<file path="config.mk">
export PLATFORM = sky130hd
export DESIGN_NAME = request_unit
export DESIGN_NICKNAME = d
export VERILOG_FILES = /design/src/rtl/request_unit.sv
export SDC_FILE = /design/constraint.sdc
export NUM_CORES = 1
export LEC_CHECK = 0
export ABC_AREA = 1
export CORE_MARGIN = 2
export CORE_UTILIZATION = 15
export DETAILED_ROUTE_END_ITERATION = 10
export PLACE_DENSITY_LB_ADDON = 0.1
export SETUP_SLACK_MARGIN = 0.5
export SLEW_MARGIN = 0
export SYNTH_ARGS = -nofsm -noshare
export SYNTH_HDL_FRONTEND = slang
export SYNTH_SLANG_ARGS = --single-unit
</file>
<file path="constraint.sdc">
create_clock -name CLK -period 2.4 [get_ports CLK]
set_input_delay 0.24 -clock CLK [delete_from_list [all_inputs] [get_ports CLK]]
set_output_delay 0.24 -clock CLK [all_outputs]
set_load 0.1 [all_outputs]
</file>
<file path="src/rtl/request_unit.sv">
// request_unit: memory-request sequencer producing I/D enables and PC_EN for the single-cycle core.
// Optional LL/SC link tracking is enabled by defining REQUEST_UNIT_LLSC_EN.
module request_unit #(
  parameter int ADDR_W = 32
) (
  input  logic              CLK,
  input  logic              RST,
  input  logic              ihit,
  input  logic              dhit,
  input  logic              MemRead,
  input  logic              MemWrite,
  input  logic              mem_halt,
  input  logic              rw_flag,
  input  logic [ADDR_W-1:0] daddr,
  input  logic              snoop_inv,
  input  logic [ADDR_W-1:0] snoop_addr,
  output logic              iREN,
  output logic              dREN,
  output logic              dWEN,
  output logic              PC_EN,
  output logic              halt,
  output logic              sc_result
);
  typedef enum logic [1:0] {FETCH, DATA, HALTED} state_t;
  state_t state;
  logic fetch_go, data_go, sc_fail;
  assign fetch_go = !RST && state == FETCH && ihit;
  assign data_go  = !RST && state == DATA && dhit;
  assign iREN     = !RST && state == FETCH;
  assign PC_EN    = (fetch_go && !mem_halt && (!(MemRead || MemWrite) || sc_fail)) || data_go;
`ifdef REQUEST_UNIT_LLSC_EN
  logic [ADDR_W-1:2] link_addr;
  logic link_valid, is_ll, snoop_hit, link_match;
  assign snoop_hit  = snoop_inv && snoop_addr[ADDR_W-1:2] == link_addr;
  assign link_match = link_valid && daddr[ADDR_W-1:2] == link_addr && !snoop_hit;
  assign sc_fail    = fetch_go && !mem_halt && MemWrite && rw_flag && !link_match;
  assign sc_result  = !sc_fail;
  // snoop clear is last so it overrides a same-cycle LL link
  always_ff @(posedge CLK)
    if (RST) begin
      link_valid <= 1'b0;
      link_addr  <= '0;
      is_ll      <= 1'b0;
    end else begin
      if (fetch_go) is_ll <= MemRead && !MemWrite && rw_flag;
      if (data_go && is_ll) begin
        link_addr  <= daddr[ADDR_W-1:2];
        link_valid <= 1'b1;
      end else if (data_go && dWEN && daddr[ADDR_W-1:2] == link_addr) link_valid <= 1'b0;
      if (snoop_hit) link_valid <= 1'b0;
    end
`else
  logic unused_llsc;
  assign unused_llsc = ^{rw_flag, snoop_inv, snoop_addr, daddr};
  assign sc_fail     = 1'b0;
  assign sc_result   = 1'b1;
`endif
  always_ff @(posedge CLK)
    if (RST) begin
      state <= FETCH;
      dREN  <= 1'b0;
      dWEN  <= 1'b0;
      halt  <= 1'b0;
    end else begin
      unique case (state)
        FETCH:
          if (ihit) begin
            if (mem_halt) begin
              state <= HALTED;
              halt  <= 1'b1;
            end else if (MemWrite && !sc_fail) begin
              state <= DATA;
              dWEN  <= 1'b1;
            end else if (MemRead && !MemWrite) begin
              state <= DATA;
              dREN  <= 1'b1;
            end
          end
        DATA:
          if (dhit) begin
            state <= FETCH;
            dREN  <= 1'b0;
            dWEN  <= 1'b0;
          end
        default: begin
          dREN <= 1'b0;
          dWEN <= 1'b0;
          halt <= 1'b1;
        end
      endcase
    end
endmodule
</file>
; Word-level counts from Yosys, hierarchy flattened
; Index checks and enable logic that the tools add are counted.
[totals]
output_inout_bits = 6
word_cells = 52
ff_bits = 5
in_bits = 73
[classes]
bitwise = 1
reduce_logical = 19
muxes = 19
n_eq_ne = 9
[ops]
columns = cell, n
row1 = 2-bit inequality test (second input constant), 6
row2 = 1-bit two-way mux, 10
row3 = 2-bit two-way mux, 5
row4 = 4-bit AND reduction, 2
row5 = 1-bit logical AND, 7
row6 = 1-bit case mux with 2 select lines, 3
row7 = 5-bit AND reduction, 1
row8 = 1-bit zero test, 4
row9 = 4-bit by 3-bit inequality test with 1-bit output (second input constant), 1
row10 = 2-bit case mux with 2 select lines, 1
row11 = 3-bit AND reduction, 1
row12 = 2-bit by 1-bit equality test with 1-bit output (second input constant), 1
row13 = 2-bit zero test, 1
row14 = 1-bit logical OR, 2
row15 = 2-bit by 1-bit inequality test with 1-bit output (second input constant), 1
row16 = 2-bit nonzero test, 1
row17 = 1-bit NOT, 1

; Depth between registers and ports, before layout
; Gate-level depths: netlist of the first run.
[logic_depth]
word_depth = 7
mapped_depth = 6
depth_no_buf = 6

; Least setup slack after synthesis of the first run
; OpenSTA, ideal clock, no wires.
[synth_timing]
kind = register -> output
start = register state[0]
end = output port PC_EN
stages_incl_launch_ff = 3
required_time_ns = 2.160
t_arrival_ns = 3.533
slack_ns = -1.373
cell_sequence = dfxtp_1 > inv_2 > o41ai_1
[synth_via]
elab_chain_len = 6
elab_cells_between_ends = 9
[synth_rtl]
columns = item, line
row1 = start: declaration, 25  ; state_t state;
row2 = start signal: assignment, 60  ; state <= FETCH;
row3 = start signal: assignment, 69  ; state <= HALTED;
row4 = start signal: assignment, 72  ; state <= DATA;
row5 = 2-bit zero test, 27  ; assign fetch_go = !RST && state == FETCH && ihit;
row6 = 1-bit logical AND (2 in series), 27
row7 = 1-bit logical AND (2 in series), 30  ; assign PC_EN = (fetch_go && !mem_halt && (!(MemRead || MemWrite) || sc_fail)) || data_go;
row8 = 1-bit logical OR *, 30
row9 = end: declaration, 20  ; output logic PC_EN,
; Every way passes the cells marked *; elsewhere a longest branch is shown, timed or not.

; Worst setup path after layout of the first run
[layout_timing]
start = input port mem_halt
end = output port PC_EN
[layout_via]
elab_chain_len = 4
[layout_rtl]
columns = item, line
row1 = start: declaration, 12  ; input logic mem_halt,
row2 = 1-bit zero test, 30
row3 = 1-bit logical AND (2 in series), 30
row4 = 1-bit logical OR, 30
; Every way passes these cells.

==> summary.md, run 1 <==
| Metric | Value |
|---|---|
| Initial Utilization | `0.159` |
| Worst Path Max Fanout | `4` |
| Max_cap viols | `0` |
| WHS | `388 ps` |
| Register area | `100 µm²` |
| Area share of the largest cell type after synthesis | `0.365` |
| HP Class | `primary input to flop` |
| Hpwl dp | `579 µm` |
| Row cnt | `15` |
| Area Overhead vs Synth | `76.7%` |
| Worst path cell trace | `clkdlybuf4s50_1 > nor2_1 > nand3_2 > o41ai_4 > buf_12` |
| PD cells | `691 nW/µm²` |
| Clock skew | `2.20 ps` |
| Initial detailed-routing violation count | `6` |
| Clock root cell | `clkbuf_4` |
| Fin Setup TNS | `0 ps` |
| Drc violations | `0` |
| Leakage | `0.223 nW` |
| Via Count | `299` |
| Fillers | `206` |
| Port Buf Inserts | `11` |
| Ports | `79` |
| Post-synthesis instance total | `40` |
| Required @ worst endpoint | `2160 ps` |
| Antenna Nets Post-Route | `0` |
| Die footprint | `2180 µm²` |
| Setup repair after global routing missed its margin | `false` |
| DRT Wirelength | `707 µm` |
| First-pass GRT wire length | `1.18 mm` |
| Initial antenna violation count | `0` |
| Final Power | `0.000335 W` |
| Status | `finished clean` |
| Chip width | `46.7 µm` |
| Max IR drop VDD | `0.285 mV` |
| Clock buffer count from CTS | `3` |
| Area of the multi-input gates | `171 µm²` |
| Fmax | `626 MHz` |
| Largest net degree at the start of global routing | `7` |
| WP data arrival | `1360 ps` |
| Final Setup Violations | `0` |
| Critical path startpoint category | `primary input` |
| Crit path max-delay family | `buffers and inverters` |
| Vias per inst | `3.78` |
| Die Span Y | `46.7 µm` |
| Reg2Reg Setup Slack | `1210 ps` |
| Cell variety after synth | `18` |
| Final Max Tran Viols | `0` |
| CTS max path bufs | `2` |
| Total track usage | `0.0835` |
| Post-DR wirelength/cell | `8.95 µm` |
| Final min period | `1600 ps` |
| Diodes inserted | `0` |
| Main area contributors after synthesis | `dfxtp_1 (37%), inv_1 (8.2%), nor2_1 (6.8%)` |
| CTS tree | `yes` |
| Clock Latency Late Sink | `240 ps` |
| Sequential cell area fraction in the yosys report | `0.365` |
| Syn Area/Cell | `6.85 µm²` |
| CP max-delay cell | `clkdlybuf4s50_1` |
| Mapped cell area | `274 µm²` |
| Crit. End Element | `primary output` |
| Hold Vio Cnt, Final | `0` |
| Hold Buf Count CTS | `0` |
| DRT Pass-1 Iters | `2` |
| GP Congestion | `0.699` |
| Share of post-route cells with drive strength above 1 | `0.315` |
| Slowest cell delay on critical path | `480 ps` |
| Clock transition at path regs | `40 ps` |
| Vias in the first global route | `289` |
| Yosys warning count | `0` |
| Period utilization | `0.666` |
| Buf/Inv on CP | `2` |
| Post-CTS Setup Bufs | `0` |
| Register bit count reported by yosys | `5` |
| Post-Syn Nets | `113` |
| Crit Path Class | `primary input to primary output` |
| Non-Filler Instances | `79` |
| Area leader, netlist | `dfxtp_1` |
| Final Util | `0.280` |
| Placed Cells | `75` |
| Core area | `1730 µm²` |
| GRT overflow | `0` |
| CTS HTree Levels | `1` |
| Nets | `128` |
| CTS sink count | `5` |
logic make-up (layout without fill, tap and decap cells):
| logic type | Yosys count | after routing | synth area share |
|---|---|---|---|
| buf+inv | 9 | 23 | 0.137 |
| compound gates | 9 | 9 | 0.210 |
| other cells | 1 | 1 | 0.0137 |
| simple gates | 16 | 16 | 0.274 |
| flops | 5 | 5 | 0.365 |
final cells by class:
cell class | instances | area share
multi-input cells | 26 | 0.354
inverters | 8 | 0.0620
well taps | 25 | 0.0646
flip-flops and latches | 5 | 0.207
repair buffers | 11 | 0.258
clock buffers | 4 | 0.0543
cells in the final DEF, fill, tap and decap left out, types with 2 or more instances in the layout:
cell type,count
dfxtp_1,5
inv_2,2
nand2_1,3
a31oi_1,2
nand3_1,2
buf_4,3
inv_1,6
buf_12,2
nand2_2,2
a21oi_1,3
nor2_1,5
clkdlybuf4s50_1,5
clkbuf_4,3
per-stage QoR:
stage          setup slack [ps]  cell area (µm²)
2_1_floorplan               506              309
3_3_place_gp                530              455
3_5_place_dp                548              455
4_1_cts                     541              482
5_1_grt                     699              484
6_report                    802              484
path summary, 6_finish.rpt:
path,startpoint,endpoint,cells past startpoint
min reg2reg,halt$_SDFFE_PP0P_,halt$_SDFFE_PP0P_,2
min,RST,state[0]$_SDFFE_PP0P_,2
max reg2reg,state[1]$_SDFFE_PP0P_,dREN$_SDFFE_PP0P_,6
max,mem_halt,PC_EN,5
sequential cells by signal, summed over array words and instances (netlist names):
name   flops
halt       1
state      2
dWEN       1
dREN       1
report_power, final:
| group | total, W | leakage (nW) | switching [W] | internal (W) |
|---|---|---|---|---|
| sequential | 0.000100 | 0.0412 | 0.00000889 | 0.0000915 |
| combinational | 0.000138 | 0.167 | 0.0000968 | 0.0000410 |
| clock | 0.0000963 | 0.0150 | 0.0000335 | 0.0000628 |
| total | 0.000335 | 0.223 | 0.000139 | 0.000195 |
cell usage after synthesis:
master	instances
conb_1	1
nor2_1	5
o41ai_1	1
o21ai_1	1
a31oi_1	2
nand2_2	2
nand4_1	1
buf_4	1
nor3_1	1
inv_1	6
dfxtp_1	5
a21oi_1	3
nand2_1	3
inv_2	2
a21oi_2	1
nor2_2	1
nand3_1	3
o21bai_1	1
repair_timing:
action | 4_1_cts | 5_1_grt
hold endpoints to repair | 0 | 0
resized for setup | 0 | 1
setup endpoints to repair | 0 | 1
per-layer routing:
metal,share of wire,vias to the layer above,track usage
met5,0,-,0
met4,0.0085,0,0.0333
met3,0.083,2,0.0692
met2,0.42,11,0.111
met1,0.48,127,0.0979
li1,-,159,-
Power figures use the tool's default switching activity.
==> run 2, diff against run 1 <==
- CORE_UTILIZATION: 15 -> 14
- clock period: 2.4 -> 1.6 ns (I/O delays scaled with it)
==> summary.md, run 2 (synthesis results as in run 1) <==
| Metric | Value |
|---|---|
| Buf/Inv on CP | `1` |
| Clock skew | `1.27 ps` |
| Sw Ratio | `0.393` |
| Chip width | `48.2 µm` |
| Net Switching | `0.000226 W` |
| Reg power frac | `0.271` |
| Most frequent cells in the layout | `buf_4 (7), inv_1 (5), buf_12 (5), nor2_1 (4)` |
| Cell Int Power | `0.000348 W` |
| Area Overhead vs Synth | `134%` |
| Diodes inserted | `0` |
| Via Count | `342` |
| WP data arrival | `1190 ps` |
| Most common cell after layout, fill and taps aside | `buf_4` |
| PD cells | `896 nW/µm²` |
| Vias in the first global route | `325` |
| Reg2Reg Setup Slack | `340 ps` |
| CTS max path bufs | `2` |
| HP Class | `primary input to flop` |
| Final min period | `1350 ps` |
| DRT Wirelength | `813 µm` |
| Crit Path Class | `flop to primary output` |
| Critical path startpoint category | `flop` |
| Largest register FFs | `2` |
| Worst path cell trace | `nor3_4 > nand3_2 > o41ai_4 > buf_12` |
| Final Setup Violations | `0` |
| Ports | `79` |
| Worst Reg-to-Reg Cells | `8` |
| Setup repair after global routing missed its margin | `true` |
| Crit path capture | `PC_EN` |
| Fillers | `207` |
| Max IR drop VDD | `0.420 mV` |
| Hpwl dp | `611 µm` |
| Reg with most FFs | `state` |
| First-pass GRT wire length | `1.31 mm` |
| Initial Utilization | `0.144` |
| Crit. End Element | `primary output` |
| Clock power frac | `0.248` |
| Vias per inst | `3.76` |
| Fmax | `741 MHz` |
| Comb pwr share | `0.481` |
| Required @ worst endpoint | `1440 ps` |
| Port Buf Inserts | `11` |
| GRT overflow | `0` |
| Die footprint | `2330 µm²` |
| Clock Latency Late Sink | `240 ps` |
| R2R Path Start | `state[1]$_SDFFE_PP0P_` |
| Status | `finished clean` |
| Nets | `138` |
| Reg-to-reg critical path endpoint | `dREN$_SDFFE_PP0P_` |
| DRT Pass-1 Iters | `4` |
| Antenna Nets Post-Route | `0` |
| Clock root cell | `clkbuf_4` |
| WP depth | `4` |
| GP Congestion | `0.651` |
| Initial detailed-routing violation count | `4` |
| CTS HTree Levels | `1` |
| Largest net degree at the start of global routing | `5` |
| Max_cap viols | `0` |
| Drc violations | `0` |
| Clock transition at path regs | `40 ps` |
| Final Max Tran Viols | `0` |
| Post-DR wirelength/cell | `8.93 µm` |
| Row cnt | `16` |
| Clock buffer count from CTS | `3` |
| Hold Buf Count CTS | `0` |
| Die Span Y | `48.2 µm` |
| Initial antenna violation count | `0` |
| Share of post-route cells with drive strength above 1 | `0.547` |
| Worst Path Max Fanout | `3` |
| Core area | `1900 µm²` |
| Leakage | `0.301 nW` |
| Hold Vio Cnt, Final | `0` |
| Period utilization | `0.843` |
| Area post-placement | `515 µm²` |
| Cell area after layout | `641 µm²` |
| CP max-delay cell | `dfxtp_4` |
| Total track usage | `0.0847` |
| Final Util | `0.337` |
| CTS sink count | `5` |
| Slowest cell delay on critical path | `360 ps` |
| CP startpoint | `state[1]$_SDFFE_PP0P_` |
| CTS tree | `yes` |
| WHS | `268 ps` |
| Crit path max-delay family | `flip-flops` |
[run 2: worst reg2reg max path, stage by stage (launching register included)]
cell and delay (ps):
dfxtp_4 360, buf_4 140, buf_6 120, nor2_4 140, nand2_2 80, nand2_4 80, a21oi_2 30, a21oi_1 140
nor2_1 60
[run 2: layout make-up]
cell class                 instances  area (µm²)  area share
timing repair buffer              21         249       0.389
multi-input combinational         26         188       0.293
sequential                         5         111       0.174
tap                               27        33.8      0.0527
inverter                           8        32.5      0.0508
clock buffer                       4        26.3      0.0410
[run 2: worst min-delay path by stage]
stage | start | to | slack (ps) | depth (start not counted)
finish | ihit | state[1]$_SDFFE_PP0P_ | 270 | 3
global route | ihit | state[1]$_SDFFE_PP0P_ | 300 | 3
CTS | halt$_SDFFE_PP0P_ | halt$_SDFFE_PP0P_ | 480 | 2
detailed placement | halt$_SDFFE_PP0P_ | halt$_SDFFE_PP0P_ | 460 | 2
global placement | halt$_SDFFE_PP0P_ | halt$_SDFFE_PP0P_ | 460 | 2
floorplan | RST | state[0]$_SDFFE_PP0P_ | 220 | 1
[run 2: power by group through the flow]
stage	Sequential, W	Combinational (W)	Clock, W
after floorplan	0.000209	0.0000969	0
after global placement	0.000160	0.000234	0
after detailed placement	0.000160	0.000233	0
after CTS	0.000155	0.000270	0.000154
after global routing	0.000157	0.000293	0.000161
final	0.000156	0.000276	0.000143
[run 2: metrics by stage]
stage	std cells	setup slack, ps	power [W]	setup TNS [ps]
global placement	79	73.2	0.000395	0
detailed placement	79	83.0	0.000393	0
floorplan	40	-168	0.000305	-168
CTS	90	197	0.000579	0
global route	91	184	0.000611	0
finish	91	251	0.000574	0
[run 2: metal layers]
metal	wire, µm	up-vias	part of all wire	GRT usage
li1	-	176	-	-
met1	355	154	0.44	0.0982
met2	395	12	0.49	0.132
met3	62	0	0.076	0.0444
met4	0	0	0	0.0324
met5	0	-	0	0
[run 2: repair_timing]
action,in CTS,in global routing
gates resized for setup,11,5
buffers inserted,7,1
endpoints found under the hold margin,0,0
pin swaps,4,7
endpoints found under the setup margin,5,5
==> run 3, diff against run 2 <==
- clock period: 1.6 -> 1.4 ns (I/O delays scaled with it)
==> summary.md, run 3 (synthesis results as in run 1) <==
| Metric | Value |
|---|---|
| Most frequent cells in the layout | `nor2_1 (5), inv_1 (5), clkdlybuf4s50_1 (5), buf_12 (5), buf_4 (5)` |
| Final Max Tran Viols | `0` |
| WL met1 | `332 µm` |
| Leakage | `0.260 nW` |
| CTS sink count | `5` |
| First-pass GRT wire length | `1.19 mm` |
| Core area | `1900 µm²` |
| Final Util | `0.312` |
| CP startpoint | `dhit` |
| Slowest cell delay on critical path | `470 ps` |
| Antenna Nets Post-Route | `0` |
| WP data arrival | `1220 ps` |
| CTS tree | `yes` |
| Final min period | `1360 ps` |
| Initial Utilization | `0.144` |
| DRT Pass-1 Iters | `4` |
| Top sig layer | `met3` |
| Status | `finished clean` |
| CTS max path bufs | `2` |
| Row cnt | `16` |
| Reg with most FFs | `state` |
| Area Overhead vs Synth | `116%` |
| Die Span Y | `48.2 µm` |
| Worst path cell trace | `clkdlybuf4s50_1 > inv_2 > o41ai_4 > buf_12` |
| GRT overflow | `0` |
| Share of post-route cells with drive strength above 1 | `0.483` |
| CTS HTree Levels | `1` |
| Clock Latency Late Sink | `240 ps` |
| WL met3 | `68 µm` |
| WHS | `480 ps` |
| Area post-placement | `527 µm²` |
| Final Setup Violations | `0` |
| Worst Hold Launch | `RST` |
| Placed Cells | `80` |
| Largest net degree at the start of global routing | `7` |
| Vias per inst | `3.71` |
| Clock transition at path regs | `40 ps` |
| Vias in the first global route | `310` |
| Buf/Inv on CP | `3` |
| Largest register FFs | `2` |
| Worst Path Max Fanout | `2` |
| Nets | `134` |
| PD cells | `1060 nW/µm²` |
| Clock root cell | `clkbuf_4` |
| Period utilization | `0.968` |
| Cell area after layout | `593 µm²` |
| GP Congestion | `0.662` |
| Initial antenna violation count | `0` |
| Die footprint | `2330 µm²` |
| Via Count | `323` |
| Max IR drop VDD | `0.414 mV` |
| Non-Filler Instances | `87` |
| CP max-delay cell | `clkdlybuf4s50_1` |
| R2R Path Start | `state[1]$_SDFFE_PP0P_` |
| HP Class | `primary input to flop` |
| Total track usage | `0.0816` |
| Post-DR wirelength/cell | `8.30 µm` |
| Drc violations | `0` |
| Crit Path Class | `primary input to primary output` |
| Chip width | `48.2 µm` |
| Met2 wire len | `321 µm` |
| Setup repair after global routing missed its margin | `true` |
| DRT Wirelength | `722 µm` |
| Crit path max-delay family | `buffers and inverters` |
| Hpwl dp | `591 µm` |
| Port Buf Inserts | `11` |
| Initial detailed-routing violation count | `9` |
| Max_cap viols | `0` |
| Hold Vio Cnt, Final | `0` |
| Required @ worst endpoint | `1260 ps` |
| Diodes inserted | `0` |
| Clock buffer count from CTS | `3` |
| Critical path startpoint category | `primary input` |
| Hold Buf Count CTS | `0` |
| Clock skew | `2.05 ps` |
| Ports | `79` |
| Crit. End Element | `primary output` |
| Fmax | `738 MHz` |
==> run 3: changes by cell type in the layout (fill, tap and decap cells not counted), sizes merged <==
cell and change:
buf -4, clkdlybuf4s50 +3, dlymetal6s2s -2, dlygate4sd2 -1
==> run 3: path summary, 6_finish.rpt <==
kind	to	slack, ps	cells past startpoint
worst max register to register	dWEN$_SDFFE_PP0P_	260	7
worst max-delay path	PC_EN	40	4
worst min register to register	dREN$_SDFFE_PP0P_	500	2
worst min-delay path	state[0]$_SDFFE_PP0P_	480	3
==> run 3: worst min-delay path: stages <==
cell	delay, ps
dlygate4sd2_1	330
buf_4	180
a21oi_2	30
==> run 3: stage by stage <==
step                total power (W)  worst slack (ps)  setup TNS (ps)
CTS                        0.000625              33.1               0
detailed placement         0.000450             -79.9           -79.9
finish                     0.000629              44.8               0
global placement           0.000453             -90.2           -90.2
global route               0.000668             -7.99           -7.99
floorplan                  0.000349              -348            -348
==> run 3: cell type report <==
class	count	area (µm²)
tap	27	33.8
sequential	5	114
multi-input combinational	26	181
inverter	8	30.0
fill	207	1310
timing repair buffer	17	208
clock buffer	4	26.3
==> run 3: report_power, final <==
group	switching [W]	internal, W
Clock	0.0000566	0.000108
Combinational	0.000173	0.000114
Sequential	0.0000199	0.000159
Total	0.000250	0.000380
==> run 3: what timing repair did <==
action                     4_1_cts  5_1_grt
setup buffers                    1        2
resized for setup                4        3
setup endpoints to repair        8       10
pin swaps                        1        2
==> run 3: per-layer routing <==
metal,track usage,vias to the layer above
met5,0,-
met4,0.0324,0
li1,-,171
met3,0.0704,0
met1,0.0824,141
met2,0.121,11
